$ cat src/rtl/char_spawner.sv
// Spawn scheduler: random letter/column/speed, round-robin slot allocation, valid/ready hand-off.
// Optional `SPAWN_NO_REPEAT_COL_EN keeps consecutive spawns out of the same column.
module char_spawner #(
  parameter int unsigned SPAWN_DIV = 50_000_000,
  parameter int unsigned SLOTS     = 32,
  parameter logic [15:0] SEED      = 16'hACE1
) (
  input  logic                     clk,
  input  logic                     rst_n,
  input  logic                     enable,
  input  logic [1:0]               level,
  input  logic                     rel_valid,
  input  logic [$clog2(SLOTS)-1:0] rel_slot,
  output logic                     wr_valid,
  input  logic                     wr_ready,
  output logic [$clog2(SLOTS)-1:0] wr_slot,
  output logic [7:0]               wr_ch,
  output logic [9:0]               wr_x,
  output logic [3:0]               wr_speed,
  output logic [$clog2(SLOTS):0]   active_cnt,
  output logic [7:0]               drop_cnt
);

  localparam int unsigned   SW        = $clog2(SLOTS);
  localparam logic [15:0]   SEED_EFF  = (SEED == 16'h0000) ? 16'h0001 : SEED;
  localparam logic [SW:0]   LAST_SCAN = (SW+1)'(SLOTS - 1);
  localparam logic [SLOTS-1:0] ONE    = {{(SLOTS-1){1'b0}}, 1'b1};

  typedef enum logic [1:0] {IDLE = 2'd0, SCAN = 2'd1, WRITE = 2'd2} state_t;

  state_t            state_q;
  logic [15:0]       lfsr_q, lfsr_d;
  logic [31:0]       tick_cnt_q, period_m1;
  logic [1:0]        level_q;
  logic              pending_q, pending_d;
  logic [SLOTS-1:0]  occ_q, occ_d, rel_mask, set_mask;
  logic [SW-1:0]     rr_ptr_q, scan_idx_q, wr_slot_q;
  logic [SW:0]       scan_cnt_q, active_q;
  logic              wr_valid_q;
  logic [7:0]        wr_ch_q, drop_q, drop_d;
  logic [9:0]        wr_x_q;
  logic [3:0]        wr_speed_q;
  logic [8:0]        drop_sum;
  logic              tick, overflow, scan_full;
  logic [4:0]        ch_r;
  logic [6:0]        col_raw, col_new;

  function automatic logic [SW:0] popcount(input logic [SLOTS-1:0] v);
    logic [SW:0] n;
    n = {(SW+1){1'b0}};
    for (int i = 0; i < SLOTS; i++) n = n + {{SW{1'b0}}, v[i]};
    return n;
  endfunction

  assign lfsr_d    = {1'b0, lfsr_q[15:1]} ^ (lfsr_q[0] ? 16'hB400 : 16'h0000);
  assign period_m1 = 32'(SPAWN_DIV >> level_q) - 32'd1;
  assign tick      = enable && (tick_cnt_q == period_m1);

  // A tick that finds the FSM busy is parked in pending; a second one is lost.
  assign overflow  = tick && pending_q;
  assign pending_d = enable && (state_q != IDLE) && (pending_q || tick);
  assign scan_full = (state_q == SCAN) && occ_q[scan_idx_q] && (scan_cnt_q == LAST_SCAN);
  assign drop_sum  = {1'b0, drop_q} + {8'd0, overflow} + {8'd0, scan_full};
  assign drop_d    = drop_sum[8] ? 8'hFF : drop_sum[7:0];

  // The slot being offered to the writer cannot be released underneath it.
  assign rel_mask = (rel_valid && !((state_q == WRITE) && (rel_slot == wr_slot_q))) ?
                    (ONE << rel_slot) : {SLOTS{1'b0}};
  assign set_mask = ((state_q == SCAN) && !occ_q[scan_idx_q]) ? (ONE << scan_idx_q) : {SLOTS{1'b0}};
  assign occ_d    = (occ_q & ~rel_mask) | set_mask;

  assign ch_r    = (lfsr_q[4:0] >= 5'd26) ? (lfsr_q[4:0] - 5'd26) : lfsr_q[4:0];
  assign col_raw = (lfsr_q[11:5] >= 7'd80) ? (lfsr_q[11:5] - 7'd80) : lfsr_q[11:5];

`ifdef SPAWN_NO_REPEAT_COL_EN
  logic [6:0] last_col_q;
  assign col_new = (col_raw == last_col_q) ? ((col_raw == 7'd79) ? 7'd0 : (col_raw + 7'd1)) : col_raw;

  // Column of the last entry actually handed to the writer.
  always_ff @(posedge clk or negedge rst_n) begin
    if (!rst_n) begin
      last_col_q <= 7'h7F;
    end else if ((state_q == WRITE) && wr_ready) begin
      last_col_q <= wr_x_q[9:3];
    end else begin
      last_col_q <= last_col_q;
    end
  end
`else
  assign col_new = col_raw;
`endif

  // Free-running state, tick counter, spawn FSM and its registered outputs.
  always_ff @(posedge clk or negedge rst_n) begin
    if (!rst_n) begin
      lfsr_q     <= SEED_EFF;
      tick_cnt_q <= 32'd0;
      level_q    <= 2'd0;
      pending_q  <= 1'b0;
      occ_q      <= {SLOTS{1'b0}};
      active_q   <= {(SW+1){1'b0}};
      drop_q     <= 8'd0;
      state_q    <= IDLE;
      rr_ptr_q   <= {SW{1'b0}};
      scan_idx_q <= {SW{1'b0}};
      scan_cnt_q <= {(SW+1){1'b0}};
      wr_valid_q <= 1'b0;
      wr_slot_q  <= {SW{1'b0}};
      wr_ch_q    <= 8'd0;
      wr_x_q     <= 10'd0;
      wr_speed_q <= 4'd0;
    end else begin
      lfsr_q    <= lfsr_d;
      pending_q <= pending_d;
      occ_q     <= occ_d;
      active_q  <= popcount(occ_q);
      drop_q    <= drop_d;
      // Level is only sampled at a period boundary (or while stopped).
      if (!enable || tick) begin
        tick_cnt_q <= 32'd0;
        level_q    <= level;
      end else begin
        tick_cnt_q <= tick_cnt_q + 32'd1;
      end
      case (state_q)
        IDLE: begin
          if (enable && (tick || pending_q)) begin
            wr_ch_q    <= 8'h41 + {3'b000, ch_r};
            wr_x_q     <= {col_new, 3'b000};
            wr_speed_q <= {1'b0, lfsr_q[14:12]} + 4'd1;
            scan_idx_q <= rr_ptr_q;
            scan_cnt_q <= {(SW+1){1'b0}};
            state_q    <= SCAN;
          end
        end
        SCAN: begin
          if (!occ_q[scan_idx_q]) begin
            wr_slot_q  <= scan_idx_q;
            wr_valid_q <= 1'b1;
            state_q    <= WRITE;
          end else if (scan_cnt_q == LAST_SCAN) begin
            state_q <= IDLE;
          end else begin
            scan_idx_q <= scan_idx_q + {{(SW-1){1'b0}}, 1'b1};
            scan_cnt_q <= scan_cnt_q + {{SW{1'b0}}, 1'b1};
          end
        end
        WRITE: begin
          if (wr_ready) begin
            wr_valid_q <= 1'b0;
            rr_ptr_q   <= wr_slot_q + {{(SW-1){1'b0}}, 1'b1};
            state_q    <= IDLE;
          end
        end
        default: begin
          wr_valid_q <= 1'b0;
          state_q    <= IDLE;
        end
      endcase
    end
  end

  assign wr_valid   = wr_valid_q;
  assign wr_slot    = wr_slot_q;
  assign wr_ch      = wr_ch_q;
  assign wr_x       = wr_x_q;
  assign wr_speed   = wr_speed_q;
  assign active_cnt = active_q;
  assign drop_cnt   = drop_q;

endmodule

$ cat config.mk
export PLATFORM = sky130hd
export DESIGN_NAME = char_spawner
export DESIGN_NICKNAME = d
export VERILOG_FILES = /design/src/rtl/char_spawner.sv
export SDC_FILE = /design/constraint.sdc
export NUM_CORES = 1
export LEC_CHECK = 0
export ABC_CLOCK_PERIOD_IN_PS = 5300
export CORE_MARGIN = 5
export CORE_UTILIZATION = 38
export CTS_BUF_LIST = sky130_fd_sc_hd__clkbuf_8
export CTS_CLUSTER_SIZE = 10
export DETAILED_ROUTE_END_ITERATION = 16
export GPL_TIMING_DRIVEN = 0
export PLACE_DENSITY = 0.53
export SYNTH_ARGS = -nofsm -noshare
export SYNTH_HDL_FRONTEND = slang
export SYNTH_SLANG_ARGS = --single-unit
$ cat constraint.sdc
create_clock -name clk -period 5.3 [get_ports clk]
set_input_delay 0.53 -clock clk [delete_from_list [all_inputs] [get_ports clk]]
set_output_delay 0.53 -clock clk [all_outputs]
set_load 0.01 [all_outputs]
==> metrics.md, run 1 <==
| Metric | Value |
|---|---|
| Cells after Synth | `729` |
| LEAKAGE | `3.898 nW` |
| Drc violations | `0` |
| Hold WC Path Type | `in -> async` |
| Max Freq | `214.3 MHz` |
| Setup Fix Bufs, Post-CTS | `0` |
| Port buffer count | `49` |
| Post-Syn Area | `7460 µm²` |
| TritonCTS clock tree | `built` |
| Ys async rst share | `1.000` |
| Worst-Margin Slew | `0.7601 ns` |
| CTS max path bufs | `2` |
| Die height | `150.1 µm` |
| Final #Nets | `861` |
| Min Clock Period, post-route | `4.667 ns` |
| Slew Viols, Final | `0` |
| Synth Register Bits | `139` |
| Post-DP HPWL | `12420 µm` |
| Starting DRT DRC Count | `258` |
| Post-synthesis sequential area ratio | `0.4676` |
| Pwr dens | `570.9 nW/µm²` |
| Fin crit share | `0.8806` |
| Final WL | `16930 µm` |
| RR Startpoint | `occ_q[3]` |
| Antenna cells | `0` |
| RSZ-0062 raised after global routing | `no` |
| Die area | `22530 µm²` |
| Crit path required time | `5.64 ns` |
| Initial antenna violation count | `0` |
| Worst R2R Path Depth | `15` |
| Worst Path Max Fanout | `3` |
| Post-synth EDFFs | `0` |
| Final weighted congestion in routability-driven placement | `0.9091` |
| Drt pass-1 iters | `5` |
| Result of the run | `completed` |
| Vias in the first global route | `5518` |
| # setup viols final | `0` |
| Worst EP arrival | `5.00 ns` |
| Pre-CTS WS | `0.6046 ns` |
| Clock transition at path regs | `0.09 ns` |
| Final WS setup | `0.6326 ns` |
| Clk Tree Root Cell | `clkbuf_8` |
| CP endpoint kind | `flop` |
| Clock Skew | `0.01876 ns` |
| Worst vdd ir | `1.001 mV` |
| CTS Buf Count | `17` |
| Clock sinks | `139` |
| FP Rows | `51` |
| Vias per cell | `5.001` |
| Vias | `5396` |
| Yosys warning total | `0` |
| Total grt overflow | `0` |
| Crit start category | `flop` |
| Synth unique cells | `59` |
| Area grow syn2layout | `16.77%` |
| Cts repair resizes | `0` |
| I/O pin cnt | `54` |
| Initial core utilization | `0.3845` |
| Worst Setup SP | `occ_q[3]` |
| First-pass GRT wire length | `28450 µm` |
| Drt wl/cell | `15.69 µm` |
| Max_cap viols | `0` |
| Fillers | `1911` |
| Htree depth | `4` |
| Critical path type | `reg -> reg` |
| Share of layout cells above drive strength 1 | `0.1007` |
| Largest net degree at the start of global routing | `80` |
| Chip width | `150.1 µm` |
| Total Routing Usage GR | `0.1596` |
| Post-synth top flop | `dfrtp_1` |
| Antenna Violating Nets Remaining | `0` |
| Core area | `19400 µm²` |
| Final hold vios | `0` |
| Pwr Total | `4.973 mW` |
| Synthesized area per cell | `10.23 µm²` |
| Post-CTS Hold Fix Bufs | `0` |
| Relative slew slack | `0.4933` |
| Clock insertion delay at the later pin of the skew report | `0.45 ns` |
| Worst hold slack | `0.1187 ns` |
-- where the power goes --
group / switching, mW / total (mW) / internal (mW)
registers: 0.0605 / 1.27 / 1.21
logic: 1.46 / 2.84 / 1.38
clock network: 0.467 / 0.858 / 0.391
-- sequential cells by signal, indices dropped and copies added (netlist names), 2 cells and up --
signal	cells
wr_slot	5
state_q	2
rr_ptr_q	5
wr_speed	4
scan_cnt_q	6
drop_cnt	8
tick_cnt_q	32
lfsr_q	16
wr_ch	7
occ_q	32
scan_idx_q	5
active_cnt	6
wr_x	7
level_q	2
-- worst paths after layout --
kind / end / slack [ns]
worst max-delay path: active_cnt[5] / 0.63
worst min-delay path: active_cnt[2] / 0.12
worst max register to register: active_cnt[5] / 0.63
worst min register to register: lfsr_q[15] / 0.38
max in group asynchronous: lfsr_q[5] / 4.37
min in group clk: lfsr_q[15] / 0.38
-- metrics by stage --
stage / util / instances / TNS, ns / area (µm²)
after floorplan: - / 732 / 0 / 7471
after global placement: 0.4275 / 1046 / -249.91 / 8293
after detailed placement: 0.4290 / 1047 / 0 / 8322
after CTS: 0.4490 / 1079 / 0 / 8711
after global routing: 0.4490 / 1079 / 0 / 8711
final: 0.4490 / 1079 / 0 / 8711
-- critical path: stages (launching register included) --
cell     delay [ns]
dfrtp_1        0.41
inv_1          0.09
fa_1           0.44
fa_1           0.41
inv_1          0.09
fa_1           0.44
fa_1           0.52
fa_1           0.55
inv_1          0.05
fa_1           0.60
inv_1          0.06
ha_1           0.28
a21o_1         0.17
a21oi_1        0.21
nor2b_1        0.07
o21a_1         0.16
-- per-layer routing --
layer  up-vias  wire length [µm]  share of wire  track usage
met1      2667              8062           0.48       0.2289
met2       110              7940           0.47       0.2471
met5         -                 0              0            0
met4         0               179          0.011      0.04392
met3        15               747          0.044      0.03281
li1       2604                 -              -            -
-- cells in the mapped netlist (all sizes together), types with 12 or more instances --
cell type  instances  area, µm²
dfrtp            131       3278
nand4             12      75.07
o21ai             85      425.4
a21oi             20      111.4
nor2              60      235.2
fa                25      500.5
nand3             27      135.1
xor2              32      280.3
xnor2             25      219.0
ha                23      287.8
buf               13      88.83
nand2             63      236.5
and3              13      81.33
inv               71      266.5
-- layout by cell type, fill, tap and decap left out, drive strengths merged, types with 20 or more instances in the layout --
| cell type | Yosys | routed |
|---|---|---|
| dfrtp | 131 | 131 |
| o21ai | 85 | 85 |
| inv | 71 | 80 |
| nand2 | 63 | 63 |
| nor2 | 60 | 60 |
| clkdlybuf4s50 | 0 | 48 |
| xor2 | 32 | 32 |
| clkbuf | 11 | 28 |
| nand3 | 27 | 27 |
| xnor2 | 25 | 25 |
| fa | 25 | 25 |
| ha | 23 | 23 |
| a21oi | 20 | 20 |
-- cell type report --
cell class                 count  area, µm²  area share
buffer                        24      130.1     0.01494
tap                          265      331.6     0.03806
inverter                      72      270.3     0.03103
clock inverter                15      155.1     0.01781
multi-input combinational    497       3582      0.4112
sequential                   139       3488      0.4005
clock buffer                  17      234.0     0.02686
timing repair buffer          50      519.2     0.05961
-- kinds of logic after synthesis --
| kind of cell | count (synthesis) | synth area share |
|---|---|---|
| flip-flops | 139 | 0.4676 |
| adder cells (fa/ha/maj) | 48 | 0.1057 |
| other | 1 | 0.0005027 |
| AO/OA/AOI/OAI | 134 | 0.1037 |
| XOR/XNOR | 57 | 0.06692 |
| buffers and inverters | 96 | 0.05367 |
| multiplexers | 28 | 0.05283 |
| AND/OR/NAND/NOR | 226 | 0.1491 |
Note: power is estimated with default switching activity, not from simulation.
==> run 2, diff against run 1 <==
- CTS_CLUSTER_SIZE: 10 -> 25
==> results of run 2 <==
Same layout as run 1: the final DEF is identical, and so are final timing and power.
